`config.mk`:
```
export PLATFORM = sky130hd
export DESIGN_NAME = v_upd_ingress_flat
export DESIGN_NICKNAME = d
export VERILOG_FILES = /design/src/rtl/v_pkg.sv /design/src/rtl/v_upd_ingress_if.sv /design/src/rtl/v_ingress_fifo.sv /design/src/rtl/v_upd_ingress.sv /design/src/flat_wrapper.sv
export SDC_FILE = /design/constraint.sdc
export NUM_CORES = 1
export LEC_CHECK = 0
export ABC_AREA = 1
export CORE_MARGIN = 8
export CORE_UTILIZATION = 50
export CTS_CLUSTER_SIZE = 8
export DETAILED_ROUTE_END_ITERATION = 10
export MAX_ROUTING_LAYER = met4
export PLACE_DENSITY = 0.7
export REMOVE_ABC_BUFFERS = 1
export SLEW_MARGIN = 20
export SYNTH_ARGS = -nofsm -noshare
export SYNTH_HDL_FRONTEND = slang
export SYNTH_SLANG_ARGS = --single-unit
```
`constraint.sdc`:
```
create_clock -name clk -period 3.5 [get_ports clk]
set_input_delay 0.7 -clock clk [delete_from_list [all_inputs] [get_ports clk]]
set_output_delay 0.7 -clock clk [all_outputs]
set_load 0.005 [all_outputs]
```
`src/rtl/v_pkg.sv`:
```
// Shared types for the list engine and its update ingress.
// The FIFO word bundles one host update command.
package v_pkg;

    typedef logic [7:0] id_t;

    typedef enum logic [1:0] {
        CMD_INS = 2'd0,
        CMD_DEL = 2'd1,
        CMD_SET = 2'd2,
        CMD_NOP = 2'd3
    } cmd_t;

    typedef logic [15:0] key_t;
    typedef logic [7:0]  size_t;

    typedef struct packed {
        id_t   prod_id;
        cmd_t  cmd;
        key_t  key;
        size_t size;
    } upd_t;

    localparam int UPD_INGRESS_DEPTH = 8;

endpackage

```
`src/rtl/v_upd_ingress_if.sv`:
```
// Host-side update command handshake into the ingress stage.
// The host is the master; the ingress is the slave.
interface v_upd_ingress_if;
    import v_pkg::*;

    logic  i_in_vld;
    logic  o_in_rdy;
    id_t   i_in_prod_id;
    cmd_t  i_in_cmd;
    key_t  i_in_key;
    size_t i_in_size;

    modport master (
        output i_in_vld,
        output i_in_prod_id,
        output i_in_cmd,
        output i_in_key,
        output i_in_size,
        input  o_in_rdy
    );

    modport slave (
        input  i_in_vld,
        input  i_in_prod_id,
        input  i_in_cmd,
        input  i_in_key,
        input  i_in_size,
        output o_in_rdy
    );

endinterface

```
`src/rtl/v_ingress_fifo.sv`:
```
// Command FIFO for the update ingress: storage, pointers,
// registered level/full/empty and synchronous flush.
module v_ingress_fifo
    import v_pkg::*;
#(
    parameter int DEPTH = UPD_INGRESS_DEPTH
) (
    input  logic                       clk,
    input  logic                       rst,
    input  logic                       push,
    input  logic                       pop,
    input  logic                       flush,
    input  upd_t                       wdata,
    output upd_t                       head,
    output logic [$clog2(DEPTH+1)-1:0] level,
    output logic                       full,
    output logic                       empty
);

    localparam int AW = $clog2(DEPTH);
    localparam int LW = $clog2(DEPTH+1);

    upd_t          mem [DEPTH];
    logic [AW-1:0] wp;
    logic [AW-1:0] rp;
    logic [LW-1:0] lvl_nxt;

    assign head = mem[rp];

    always_comb begin
        lvl_nxt = level + LW'(push) - LW'(pop);
    end

    always_ff @(posedge clk) begin
        if (push) begin
            mem[wp] <= wdata;
        end
    end

    always_ff @(posedge clk or posedge rst) begin
        if (rst) begin
            wp    <= '0;
            rp    <= '0;
            level <= '0;
            full  <= 1'b0;
            empty <= 1'b1;
        end else if (flush) begin
            wp    <= '0;
            rp    <= '0;
            level <= '0;
            full  <= 1'b0;
            empty <= 1'b1;
        end else begin
            wp    <= wp + AW'(push);
            rp    <= rp + AW'(pop);
            level <= lvl_nxt;
            full  <= (lvl_nxt == LW'(DEPTH));
            empty <= (lvl_nxt == '0);
        end
    end

endmodule

```
`src/rtl/v_upd_ingress.sv`:
```
// Update ingress: buffers host commands and issues them to the
// list engine, holding off on busy and same-id spacing hazards.
module v_upd_ingress
    import v_pkg::*;
#(
    parameter int DEPTH = UPD_INGRESS_DEPTH,
    parameter int GAP   = 0
) (
    input  logic                       clk,
    input  logic                       rst,
    v_upd_ingress_if.slave             host,
    input  logic                       i_flush,
    input  logic                       i_busy,
    output logic                       o_upd_vld_r,
    output id_t                        o_upd_prod_id_r,
    output cmd_t                       o_upd_cmd_r,
    output key_t                       o_upd_key_r,
    output size_t                      o_upd_size_r,
    output logic [$clog2(DEPTH+1)-1:0] o_level_r,
    output logic                       o_full_r,
    output logic                       o_empty_r,
    output logic [15:0]                o_stall_cnt_r
);

    logic push;
    logic issue;
    logic hazard;
    upd_t wdata;
    upd_t head;

    assign host.o_in_rdy = !o_full_r;

    assign wdata = '{prod_id: host.i_in_prod_id,
                     cmd:     host.i_in_cmd,
                     key:     host.i_in_key,
                     size:    host.i_in_size};

    assign push  = host.i_in_vld & !o_full_r & !i_flush;
    assign issue = !o_empty_r & !i_busy & !hazard & !i_flush;

    v_ingress_fifo #(.DEPTH(DEPTH)) u_fifo (
        .clk   (clk),
        .rst   (rst),
        .push  (push),
        .pop   (issue),
        .flush (i_flush),
        .wdata (wdata),
        .head  (head),
        .level (o_level_r),
        .full  (o_full_r),
        .empty (o_empty_r)
    );

    // Slot k holds the issue made k+1 cycles ago.
    if (GAP > 0) begin : g_hist
        logic [GAP-1:0] hv;
        id_t            hid [GAP];

        always_ff @(posedge clk or posedge rst) begin
            if (rst) begin
                hv <= '0;
                for (int k = 0; k < GAP; k++) hid[k] <= '0;
            end else begin
                hv[0]  <= issue;
                hid[0] <= head.prod_id;
                for (int k = 1; k < GAP; k++) begin
                    hv[k]  <= hv[k-1] & !i_flush;
                    hid[k] <= hid[k-1];
                end
            end
        end

        always_comb begin
            hazard = 1'b0;
            for (int k = 0; k < GAP; k++) begin
                if (hv[k] && (hid[k] == head.prod_id)) hazard = 1'b1;
            end
        end
    end else begin : g_no_hist
        assign hazard = 1'b0;
    end

    always_ff @(posedge clk or posedge rst) begin
        if (rst) begin
            o_stall_cnt_r <= '0;
        end else if (!o_empty_r && !i_busy && hazard
                     && (o_stall_cnt_r != 16'hFFFF)) begin
            o_stall_cnt_r <= o_stall_cnt_r + 16'd1;
        end
    end

    always_ff @(posedge clk or posedge rst) begin
        if (rst) begin
            o_upd_vld_r     <= 1'b0;
            o_upd_prod_id_r <= '0;
            o_upd_cmd_r     <= CMD_INS;
            o_upd_key_r     <= '0;
            o_upd_size_r    <= '0;
        end else begin
            o_upd_vld_r <= issue;
            if (issue) begin
                o_upd_prod_id_r <= head.prod_id;
                o_upd_cmd_r     <= head.cmd;
                o_upd_key_r     <= head.key;
                o_upd_size_r    <= head.size;
            end
        end
    end

endmodule
```
`src/flat_wrapper.sv`:
```
// flat-port wrapper written by rule: the top's interface ports become plain ports
module v_upd_ingress_flat import v_pkg::*;
#(
    parameter int DEPTH = UPD_INGRESS_DEPTH,
    parameter int GAP   = 0
)
  (clk, rst, i_flush, i_busy, o_upd_vld_r, o_upd_prod_id_r, o_upd_cmd_r, o_upd_key_r, o_upd_size_r, o_level_r, o_full_r, o_empty_r, o_stall_cnt_r, host_i_in_vld, host_i_in_prod_id, host_i_in_cmd, host_i_in_key, host_i_in_size, host_o_in_rdy);
  v_upd_ingress_if host_i ();
  input  logic clk;
  input  logic rst;
  input  logic i_flush;
  input  logic i_busy;
  output logic o_upd_vld_r;
  output id_t o_upd_prod_id_r;
  output cmd_t o_upd_cmd_r;
  output key_t o_upd_key_r;
  output size_t o_upd_size_r;
  output logic [$clog2(DEPTH+1)-1:0] o_level_r;
  output logic o_full_r;
  output logic o_empty_r;
  output logic [15:0] o_stall_cnt_r;
  input wire logic [$bits(host_i.i_in_vld)-1:0] host_i_in_vld;
  input wire logic [$bits(host_i.i_in_prod_id)-1:0] host_i_in_prod_id;
  input wire logic [$bits(host_i.i_in_cmd)-1:0] host_i_in_cmd;
  input wire logic [$bits(host_i.i_in_key)-1:0] host_i_in_key;
  input wire logic [$bits(host_i.i_in_size)-1:0] host_i_in_size;
  output wire logic [$bits(host_i.o_in_rdy)-1:0] host_o_in_rdy;
  assign host_i.i_in_vld = host_i_in_vld;
  assign host_i.i_in_prod_id = host_i_in_prod_id;
  assign host_i.i_in_cmd = host_i_in_cmd;
  assign host_i.i_in_key = host_i_in_key;
  assign host_i.i_in_size = host_i_in_size;
  assign host_o_in_rdy = host_i.o_in_rdy;
  v_upd_ingress #(.DEPTH(DEPTH), .GAP(GAP)) u_core (.clk(clk), .rst(rst), .host(host_i), .i_flush(i_flush), .i_busy(i_busy), .o_upd_vld_r(o_upd_vld_r), .o_upd_prod_id_r(o_upd_prod_id_r), .o_upd_cmd_r(o_upd_cmd_r), .o_upd_key_r(o_upd_key_r), .o_upd_size_r(o_upd_size_r), .o_level_r(o_level_r), .o_full_r(o_full_r), .o_empty_r(o_empty_r), .o_stall_cnt_r(o_stall_cnt_r));
endmodule
```
==> flow_summary.yaml <==
clock_network:
  cts_made_buffers: 45
  cts_tree: "built"
  clkTransAtPathRegs_ps: 50
  insertion_delay_ps: 520
  cts_resized: 0
  htreeDepth: 2
  clkSinkCount: 319
  holdBufCountCts: 0
  root_buffer: "clkbuf_16"
  ctsLongestPathBuffers: 3
  cts_setup_buffers: 0
setup_path:
  path_max_fanout: 82
  endpoint_kind: "flop"
  cp_slowest_cell: "inv_4"
  cpMostUsedCell: "nand2_1"
  critPathRequiredTime_ps: 3960
  crit_chain: "inv_4 > buf_4 > nand2_1 > nand2_1 > nand2_1 > nand3_1 > nand3_1 > nand2_1"
  critPathArrivalTime_ps: 2800
  reg2reg_to: "u_core.o_upd_prod_id_r[1]"
  r2r_start: "u_core.u_fifo.rp[0]"
  worstSetupStartpoint: "u_core.u_fifo.rp[0]"
  critPathCapture: "u_core.o_upd_prod_id_r[1]"
  cp-start-kind: "flop"
  criticalPathCategory: "flop to flop"
  rrSetupSlack_ps: 1170
  slowest_delay_ps: 710
  reg2reg_depth: 8
drt:
  postRouteAntennaNets: 0
  detail_route.wl_per_cell_um: 16.6
  wl_met1_um: 12600
  avgViaCountPerCell: 4.98
  drt_wl_total_um: 29300
  drt_iter0_drc: 660
  detail_route.first_pass.iterations: 7
  vias: 8778
  wl_met3_um: 1810
  drc: 0
  topRoutingLayerUsed: "met4"
  wl_met2_um: 14300
global_routing:
  grt_pass1_wl_um: 47000
  antenna_found_initial: 1
  grt_max_degree: 83
  grt_usage_pct: 18.6
  grt_pass1_vias: 8856
  overflow: 0
sta:
  fmax_ghz: 0.429
  setup_violations: 0
  final-hold-violation-count: 0
  rsz0062_at_grt: "no"
  skew_ps: 12.0
  tightest_slew_ps: 935
  finalCritPeriodShare_pct: 66.6
  slew_violations: 0
  fin_crit_ps: 2330
  slew_headroom_pct: 37.7
  setup_slack_ps: 1170
floorplan:
  core_area_um2: 26700
  start_util_pct: 50.4
  die_area_um2: 32400
  die_y_um: 180
  ioPinCount: 97
  fp.dieW_um: 180
  rows: 60
run:
  max-cap-violations: 0
finish:
  layout-drive-gt1-share_pct: 6.62
  syn2layout_area_growth_pct: 18.9
  fin_area_um2: 16000
  final_nets: 1429
  instances_no_fill: 1761
  fillers: 2133
logic_synthesis:
  synth_most_common_cell: "nand2_1"
  ys_seq_area_share_pct: 69.4
  synth_common_cells: "nand2_1 (423), edfxtp_1 (272), inv_1 (222)"
  synth.area.top_cells: "edfxtp_1 (61%), nand2_1 (12%), dfrtp_1 (8.6%)"
  synth-seq-cells: 319
  yosys_warnings: 0
  synth.largest_area_cell: "edfxtp_1"
  async_flop_share_pct: 14.7
  netlist_instances: 1286
  syn_area_per_cell_um2: 10.5
  yosys_most_used_dff: "edfxtp_1"
  synth_edf_count: 272
  yosysTopAreaCellShare_pct: 60.7
  syn_area_um2: 13500
  synth.distinct_cells: 22
power:
  finalPower_mw: 10.3
  p_leak_nw: 6.93
  p_per_area_nw_per_um2: 644
  vdd.ir_drop.worst_uv: 413
placed_design:
  port_buffers: 80
  globalplace.congestion: 0.800
  place_ws_ps: 702
  dpl.cell_count: 1676
  dp_hpwl_um: 16800
  placed_cell_area_um2: 14700
status:
  status: "finished clean"
hold_path:
  hp-class: "flop to flop"
-- cell usage in the layout (no fill, tap or decap), types with 2 or more instances in the layout --
master	count
nand2_1	423
edfxtp_1	272
inv_1	221
nand3_1	209
clkdlybuf4s50_1	80
clkbuf_16	47
dfrtp_1	44
clkbuf_1	36
buf_4	23
conb_1	16
nor2_1	10
nor2_4	8
ha_1	7
buf_12	5
inv_2	4
xnor2_1	2
a21oi_1	2
-- where the power goes --
part / switching [mW] / internal, mW / leakage [nW] / total [mW]
Clock: 1.49 / 2.50 / 0.626 / 3.99
Combinational: 0.887 / 0.781 / 3.25 / 1.67
Sequential: 0.174 / 4.47 / 3.05 / 4.64
-- routing by layer --
metal / GRT usage [%] / vias up
li1: - / 4284
met1: 23.0 / 4179
met2: 31.0 / 271
met3: 3.87 / 44
met4: 5.13 / 0
met5: - / -
-- cells by family (layout without fill, tap and decap cells) --
logic type	Yosys count	in the layout	share of synthesized area (%)
AOI/OAI and AO/OA	3	3	0.112
and+or+nand+nor	652	652	20.2
other	1	17	0.0279
xor gates and xnor gates	2	2	0.130
DFF	319	319	69.4
buffers and inverters	301	419	9.34
adders and majority gates	8	8	0.799
-- state kept, by name (all words and copies together) (netlist names) --
| register | count |
|---|---|
| u_core.u_fifo.mem | 272 |
| u_core.o_upd_key_r | 16 |
| u_core.o_upd_prod_id_r | 8 |
| u_core.o_upd_size_r | 8 |
| u_core.u_fifo.level | 4 |
| u_core.u_fifo.rp | 3 |
| u_core.u_fifo.wp | 3 |
| u_core.o_upd_cmd_r | 2 |
| u_core.o_upd_vld_r | 1 |
| u_core.u_fifo.empty | 1 |
| u_core.u_fifo.full | 1 |
-- critical path, delay by kind of cell (launching register included) --
| kind | cells | cell delay, ps |
|---|---|---|
| buffers and inverters | 2 | 1080 |
| flip-flops | 1 | 650 |
| AND/OR/NAND/NOR | 6 | 500 |
-- area by class of cell --
| class | instances | area, um^2 | share of cell area, % |
|---|---|---|---|
| Multi-Input combinational cell | 681 | 2970 | 18.6 |
| Inverter | 227 | 855 | 5.34 |
| Antenna cell | 1 | 2.50 | 0.0156 |
| Clock inverter | 1 | 8.76 | 0.0547 |
| Tap cell | 341 | 427 | 2.67 |
| Timing Repair Buffer | 108 | 1070 | 6.71 |
| Clock buffer | 83 | 1310 | 8.19 |
| Sequential cell | 319 | 9350 | 58.4 |
-- through the flow --
stage	hold WS (ps)	TNS, ps	utilization (%)
5_1_grt	495	0	59.9
3_5_place_dp	466	0	54.9
3_3_place_gp	463	0	54.9
2_1_floorplan	473	-34840	-
6_report	476	0	59.9
4_1_cts	480	0	59.9
-- worst min-delay path by stage --
stage | startpoint | to | slack (ps) | cells past startpoint
after CTS | u_core.o_upd_key_r[5] | u_core.o_upd_key_r[5] | 480 | 2
after floorplan | u_core.o_upd_cmd_r[0] | u_core.o_upd_cmd_r[0] | 470 | 2
final | u_core.o_upd_key_r[7] | u_core.o_upd_key_r[7] | 480 | 2
after detailed placement | u_core.o_upd_key_r[5] | u_core.o_upd_key_r[5] | 470 | 2
after global placement | u_core.o_upd_key_r[14] | u_core.o_upd_key_r[14] | 460 | 2
after global routing | u_core.o_upd_key_r[7] | u_core.o_upd_key_r[7] | 500 | 2
No activity file was read; power rests on OpenSTA's default activity.
